--- config.mk ---
export PLATFORM = sky130hd
export DESIGN_NAME = nvram_uploader
export DESIGN_NICKNAME = d
export VERILOG_FILES = /design/src/rtl/nvram_uploader.sv
export SDC_FILE = /design/constraint.sdc
export NUM_CORES = 1
export LEC_CHECK = 0
export ABC_AREA = 1
export CAP_MARGIN = 20
export CORE_ASPECT_RATIO = 0.6
export CORE_UTILIZATION = 35
export CTS_CLUSTER_DIAMETER = 120
export DETAILED_ROUTE_END_ITERATION = 8
export PLACE_DENSITY_LB_ADDON = 0.12
export REMOVE_ABC_BUFFERS = 1
export SETUP_SLACK_MARGIN = 0.4
export SYNTH_ARGS = -nofsm -noshare
export SYNTH_HDL_FRONTEND = slang
export SYNTH_SLANG_ARGS = --single-unit
export TNS_END_PERCENT = 5
--- constraint.sdc ---
create_clock -name clk_sys -period 3.3 [get_ports clk_sys]
set_input_delay 0.66 -clock clk_sys [delete_from_list [all_inputs] [get_ports clk_sys]]
set_output_delay 0.66 -clock clk_sys [all_outputs]
set_load 0.005 [all_outputs]
--- src/rtl/nvram_uploader.sv ---
// ============================================================================
//  Module   : nvram_uploader
//  Purpose  : Read-back (upload) server for the non-volatile / high-score RAM.
//             Answers HPS ioctl_rd requests for file index INDEX with bytes
//             from a read port of the score RAM, halting the game CPU while
//             the upload runs so the snapshot is consistent. Also turns a
//             rising edge of the OSD save option into a one-cycle upload
//             request towards the HPS.
//  Ports    : clk_sys, reset (sync, active-high)
//             ioctl_upload/index/addr/rd  -> request side from hps_io
//             ioctl_din, ioctl_wait       -> returned byte and stall
//             save_req -> ioctl_upload_req (save trigger)
//             ram_addr, ram_rd, ram_q     -> score RAM read port
//             pause_cpu, busy             -> CPU halt and activity status
//  Revision : 1.0 - initial release
// ============================================================================
`default_nettype none

module nvram_uploader #(
  parameter logic [7:0] INDEX     = 8'd4,
  parameter int         ADDR_W    = 10,
  parameter int         SIZE      = 1024,
  parameter int         RAM_LAT   = 2,
  parameter int         PAUSE_CYC = 16
) (
  input  logic              clk_sys,
  input  logic              reset,
  input  logic              ioctl_upload,
  input  logic [7:0]        ioctl_index,
  input  logic [24:0]       ioctl_addr,
  input  logic              ioctl_rd,
  output logic [7:0]        ioctl_din,
  output logic              ioctl_wait,
  input  logic              save_req,
  output logic              ioctl_upload_req,
  output logic [ADDR_W-1:0] ram_addr,
  output logic              ram_rd,
  input  logic [7:0]        ram_q,
  output logic              pause_cpu,
  output logic              busy
);

  localparam int          CNT_W      = (PAUSE_CYC < 2) ? 1 : $clog2(PAUSE_CYC + 1);
  localparam logic [CNT_W-1:0] C_PAUSE = CNT_W'(PAUSE_CYC);
  localparam logic [2:0]  C_LAT      = 3'(RAM_LAT);
  localparam logic [25:0] C_SIZE     = 26'(SIZE);

  typedef enum logic [1:0] {
    S_IDLE  = 2'd0,
    S_HALT  = 2'd1,
    S_READY = 2'd2,
    S_FETCH = 2'd3
  } state_t;

  state_t              r_state,      w_state_nxt;
  logic [CNT_W-1:0]    r_cnt,        w_cnt_nxt;
  logic [2:0]          r_lat,        w_lat_nxt;
  logic                r_pending,    w_pending_nxt;
  logic [ADDR_W-1:0]   r_pend_addr,  w_pend_addr_nxt;
  logic                r_pend_range, w_pend_range_nxt;
  logic                r_range,      w_range_nxt;
  logic [ADDR_W-1:0]   w_ram_addr_nxt;
  logic                w_ram_rd_nxt;
  logic [7:0]          w_din_nxt;
  logic                w_upload_req_nxt;

  logic r_upload_d;
  logic r_save_s1, r_save_s2, r_save_d;

  logic w_upload_rise;
  logic w_save_rise;
  logic w_in_range;

  assign w_upload_rise = ioctl_upload & ~r_upload_d;
  assign w_save_rise   = r_save_s2 & ~r_save_d;
  // Full 25-bit compare so high address bits can never alias into the RAM.
  assign w_in_range    = ({1'b0, ioctl_addr} < C_SIZE);

  assign busy       = (r_state != S_IDLE);
  assign pause_cpu  = busy;
  // A request parked during HALT keeps the HPS stalled until its byte lands.
  assign ioctl_wait = (r_state == S_FETCH) | r_pending;

  always_ff @(posedge clk_sys) begin
    if (reset) begin
      r_state          <= S_IDLE;
      r_cnt            <= '0;
      r_lat            <= '0;
      r_pending        <= 1'b0;
      r_pend_addr      <= '0;
      r_pend_range     <= 1'b0;
      r_range          <= 1'b0;
      ram_addr         <= '0;
      ram_rd           <= 1'b0;
      ioctl_din        <= 8'h00;
      ioctl_upload_req <= 1'b0;
      r_upload_d       <= 1'b0;
      r_save_s1        <= 1'b0;
      r_save_s2        <= 1'b0;
      r_save_d         <= 1'b0;
    end else begin
      r_state          <= w_state_nxt;
      r_cnt            <= w_cnt_nxt;
      r_lat            <= w_lat_nxt;
      r_pending        <= w_pending_nxt;
      r_pend_addr      <= w_pend_addr_nxt;
      r_pend_range     <= w_pend_range_nxt;
      r_range          <= w_range_nxt;
      ram_addr         <= w_ram_addr_nxt;
      ram_rd           <= w_ram_rd_nxt;
      ioctl_din        <= w_din_nxt;
      ioctl_upload_req <= w_upload_req_nxt;
      r_upload_d       <= ioctl_upload;
      r_save_s1        <= save_req;
      r_save_s2        <= r_save_s1;
      r_save_d         <= r_save_s2;
    end
  end

  always_comb begin
    w_state_nxt      = r_state;
    w_cnt_nxt        = r_cnt;
    w_lat_nxt        = r_lat;
    w_pending_nxt    = r_pending;
    w_pend_addr_nxt  = r_pend_addr;
    w_pend_range_nxt = r_pend_range;
    w_range_nxt      = r_range;
    w_ram_addr_nxt   = ram_addr;
    w_ram_rd_nxt     = 1'b0;
    w_din_nxt        = ioctl_din;
    w_upload_req_nxt = 1'b0;

    case (r_state)
      S_IDLE: begin
        if (w_upload_rise && (ioctl_index == INDEX)) begin
          w_state_nxt   = S_HALT;
          w_cnt_nxt     = C_PAUSE;
          w_pending_nxt = 1'b0;
        end
        if (w_save_rise) begin
          w_upload_req_nxt = 1'b1;
        end
      end

      S_HALT: begin
        if (ioctl_rd && !r_pending) begin
          w_pending_nxt    = 1'b1;
          w_pend_addr_nxt  = ioctl_addr[ADDR_W-1:0];
          w_pend_range_nxt = w_in_range;
        end
        w_cnt_nxt = r_cnt - CNT_W'(1);
        if (r_cnt <= CNT_W'(1)) begin
          w_state_nxt = S_READY;
          // Launch the parked read so ram_rd lands in the first READY cycle;
          // pending stays set to keep ioctl_wait high through that cycle.
          if (r_pending || ioctl_rd) begin
            w_pending_nxt  = 1'b1;
            w_ram_addr_nxt = r_pending ? r_pend_addr : ioctl_addr[ADDR_W-1:0];
            w_range_nxt    = r_pending ? r_pend_range : w_in_range;
            w_ram_rd_nxt   = r_pending ? r_pend_range : w_in_range;
          end
        end
      end

      S_READY: begin
        if (r_pending) begin
          // RAM read already issued this cycle, so one latency step is spent.
          w_state_nxt   = S_FETCH;
          w_lat_nxt     = 3'd1;
          w_pending_nxt = 1'b0;
        end else if (ioctl_rd) begin
          w_state_nxt    = S_FETCH;
          w_lat_nxt      = 3'd0;
          w_ram_addr_nxt = ioctl_addr[ADDR_W-1:0];
          w_range_nxt    = w_in_range;
          w_ram_rd_nxt   = w_in_range;
        end
      end

      S_FETCH: begin
        if (r_lat == C_LAT) begin
          w_din_nxt   = r_range ? ram_q : 8'h00;
          w_state_nxt = S_READY;
        end else begin
          w_lat_nxt = r_lat + 3'd1;
        end
      end

      default: w_state_nxt = S_IDLE;
    endcase

    // HPS ended the upload: release the CPU and drop any in-flight fetch.
    if ((r_state != S_IDLE) && !ioctl_upload) begin
      w_state_nxt   = S_IDLE;
      w_pending_nxt = 1'b0;
      w_ram_rd_nxt  = 1'b0;
      w_din_nxt     = ioctl_din;
    end
  end

endmodule

`default_nettype wire

==> PnR_summary.wiki <==
{| class="wikitable"
! Metric !! Value
|-
| Chip height || 64.4 um
|-
| Overall routing resource usage || 15.7%
|-
| Number of standard-cell rows in the floorplan || 22
|-
| Internal power || 1.20 mW
|-
| Maximum achievable frequency || 0.406 GHz
|-
| RR Startpoint || r_state[0]$_SDFFE_PP0P_
|-
| Weighted congestion reported at the end of routability-driven placement || 0.838
|-
| Total negative setup slack || 0 ps
|-
| Synth Instances || 322
|-
| Part of the total power dissipated in combinational logic || 34.7%
|-
| Number of pins exceeding their max-slew limit in the final report || 0
|-
| H-tree levels || 2
|-
| Final antenna diode count || 0
|-
| Post-CTS Setup Inserts || 0
|-
| Portion of total power attributed to the clock network || 23.5%
|-
| Net Sw Frac || 32.8%
|-
| Warnings, synthesis || 0
|-
| Count of routing violations after the opening detailed-route iteration || 145
|-
| Gr ovfl total || 0
|-
| RSZ-0062 raised after global routing || no
|-
| Number of library cell types mapped by synthesis || 29
|-
| Category of the critical setup timing path || reg2out
|-
| I/O pin total || 69
|-
| Sinks on the clock net || 47
|-
| Fraction of the core area covered by cells at the end of the flow || 50.2%
|-
| Launch point of the critical path || r_state[0]$_SDFFE_PP0P_
|-
| Die width || 106 um
|-
| Global-route wire length before repair || 8.40 mm
|-
| Transition time of the tightest slew-check pin || 740 ps
|-
| Core area || 6190 um^2
|-
| Result of the run || complete, no violations
|-
| Critical path launch point type || flop
|-
| Capturing element type of the critical path || primary output
|-
| Root cell of the clock tree || sky130_fd_sc_hd__clkbuf_8
|-
| Number of synthesized register bits || 47
|-
| Vias in the first global route || 1832
|-
| Worst clock skew || 4.20 ps
|-
| Later-pin clock latency in the skew report || 290 ps
|-
| Total detailed-routing wirelength || 5.10 mm
|-
| Drt wl/cell || 10.8 um
|-
| Residual antenna-violating net count after detailed routing || 0
|-
| Slew headroom || 50.6%
|-
| Leakage dissipation || 1.21 nW
|-
| Worst Hold Margin || 392 ps
|-
| Half-perimeter wire length of the detailed placement result || 3.81 mm
|-
| Crit share post-route || 74.7%
|-
| Number of gates given a new drive strength after cts || 0
|-
| CP Data Required Time || 2640 ps
|-
| Initial Utilization || 36.7%
|-
| Total Die Area || 6830 um^2
|-
| Largest net degree at the start of global routing || 27
|-
| Clock Pin Slew Worst Setup and Hold Paths || 90 ps
|-
| Share of layout cells above drive strength 1 || 9.04%
|-
| Worst ir drop on vdd || 0.189 mV
|-
| Startpoint of the tightest hold check path || r_save_d$_SDFF_PP0_
|-
| Count of final setup violators || 0
|-
| Peak fanout along the critical path || 7
|-
| Part of the Yosys area used for sequential elements || 41.4%
|-
| Max-capacitance violation count || 0
|-
| Layout overhead on the synthesized area || 36.9%
|-
| Worst EP arrival || 1810 ps
|-
| Average via count per standard cell || 4.52
|-
| CTS tree || built
|-
| Hold Fails Final Rpt || 0
|-
| NetSw || 588 uW
|-
| Count of TritonRoute iterations in the first routing pass || 4
|-
| Post-synthesis instance area || 2270 um^2
|-
| Antenna violations before repair || 0
|-
| Per-instance average area after synthesis || 7.06 um^2
|-
| Vias after detailed routing || 2129
|-
| Port bufs || 68
|-
| Minimum clock period after layout || 2470 ps
|-
| Total number of nets in the final design || 440
|-
| Sequential fraction of design power || 41.8%
|-
| Hold-fix buffer count after cts || 0
|-
| Number of buffers created by CTS || 5
|-
| Worst hold path class || reg2reg
|-
| P per Cell Area || 576 nW/um^2
|-
| Largest buffer count on any clock path || 2
|-
| Number of remaining DRC errors || 0
|}
[cell usage after synthesis]
library cell               instances  area (um^2)
sky130_fd_sc_hd__or2_2             1         6.26
sky130_fd_sc_hd__nand2_2           5         31.3
sky130_fd_sc_hd__a22oi_2           1         12.5
sky130_fd_sc_hd__dfxtp_1          47          941
sky130_fd_sc_hd__a21oi_1          32          160
sky130_fd_sc_hd__nand3_2           1         10.0
sky130_fd_sc_hd__o21ai_1          28          140
sky130_fd_sc_hd__nor2_2            4         25.0
sky130_fd_sc_hd__a21oi_2           2         17.5
sky130_fd_sc_hd__inv_1            28          105
sky130_fd_sc_hd__buf_1             2         7.51
sky130_fd_sc_hd__nor3_1            1         5.00
sky130_fd_sc_hd__nand3b_1          2         15.0
sky130_fd_sc_hd__inv_2            10         37.5
sky130_fd_sc_hd__nand4_1           2         12.5
sky130_fd_sc_hd__o21bai_1          1         7.51
sky130_fd_sc_hd__nor2_4            1         11.3
sky130_fd_sc_hd__buf_2             5         25.0
sky130_fd_sc_hd__nor2_1           51          191
sky130_fd_sc_hd__o21ai_4           1         16.3
sky130_fd_sc_hd__o21ai_0           9         45.0
sky130_fd_sc_hd__nand3_1          21          105
sky130_fd_sc_hd__nor4_1            1         6.26
sky130_fd_sc_hd__xnor2_1           1         8.76
sky130_fd_sc_hd__clkbuf_1          2         7.51
sky130_fd_sc_hd__buf_6             1         11.3
sky130_fd_sc_hd__nand2_1          52          195
sky130_fd_sc_hd__buf_4             2         15.0
sky130_fd_sc_hd__ha_1              8          100
[power groups by stage]
stage               Combinational [mW]  Clock (mW)  Sequential, mW
global route                     0.703       0.467           0.767
CTS                              0.626       0.442           0.753
floorplan                        0.362           0           0.755
finish                           0.622       0.422           0.750
global placement                 0.613           0           0.762
detailed placement               0.623           0           0.767
[critical path: stages (launching register included)]
cell	delay (ps)
sky130_fd_sc_hd__dfxtp_1	400
sky130_fd_sc_hd__inv_1	80
sky130_fd_sc_hd__ha_1	270
sky130_fd_sc_hd__inv_1	210
sky130_fd_sc_hd__clkdlybuf4s50_1	540
[routing by layer]
layer	GRT usage [%]	wire length, um
met5	0	0
met4	5.21	25
met3	5.94	431
met2	22.9	1990
met1	21.1	2650
[metrics by stage]
stage / instance area, um^2 / cells / setup WS, ps / total power, mW
4_1_cts: 3110 / 471 / 808 / 1.82
3_3_place_gp: 3000 / 463 / 1170 / 1.38
6_report: 3110 / 471 / 834 / 1.79
3_5_place_dp: 3000 / 463 / 1150 / 1.39
5_1_grt: 3110 / 471 / 718 / 1.94
2_1_floorplan: 2210 / 310 / 1590 / 1.12
[sequential cells by signal, indices dropped and copies added (netlist names), 2 cells and up]
signal	flops
r_pend_addr	10
ram_addr	10
ioctl_din	8
r_cnt	5
r_lat	3
r_state	2
[cell usage in the layout (no fill, tap or decap), types with 2 or more instances in the layout]
master	netlist	final
sky130_fd_sc_hd__a21oi_1	32	32
sky130_fd_sc_hd__a21oi_2	2	2
sky130_fd_sc_hd__clkbuf_8	0	5
sky130_fd_sc_hd__clkdlybuf4s50_1	0	68
sky130_fd_sc_hd__dfxtp_1	47	47
sky130_fd_sc_hd__ha_1	8	8
sky130_fd_sc_hd__inv_1	28	28
sky130_fd_sc_hd__inv_2	10	10
sky130_fd_sc_hd__nand2_1	52	52
sky130_fd_sc_hd__nand2_2	5	5
sky130_fd_sc_hd__nand3_1	21	21
sky130_fd_sc_hd__nand3b_1	2	2
sky130_fd_sc_hd__nand4_1	2	2
sky130_fd_sc_hd__nor2_1	51	51
sky130_fd_sc_hd__nor2_2	4	4
sky130_fd_sc_hd__o21ai_0	9	9
sky130_fd_sc_hd__o21ai_1	28	28
[logic make-up (layout without fill, tap and decap cells)]
family          count (synthesis)  count (layout)  synth area share (%)
buf+inv                        50             115                  9.20
xor+xnor                        1               1                 0.386
compound gates                 74              74                  17.6
fa+ha+maj                       8               8                  4.41
flops                          47              47                  41.4
simple gates                  142             142                  27.0
[layout make-up]
type                            instances  area, um^2
Clock buffer                            5        68.8
Clock inverter                          3        43.8
Fill cell                             608        3080
Inverter                               38         143
Multi-Input combinational cell        225        1120
Sequential cell                        47         941
Tap cell                               84         105
Timing Repair Buffer                   69         688
[worst paths after layout]
kind                                                    end  slack (ps)  cells past startpoint
worst max-delay path                                   busy         830                      4
worst min register to register  ioctl_upload_req$_SDFF_PP0_         390                      1
worst max register to register     ram_addr[5]$_SDFFE_PP0P_        1160                      9
worst min-delay path            ioctl_upload_req$_SDFF_PP0_         390                      1
Power figures use the tool's default switching activity.
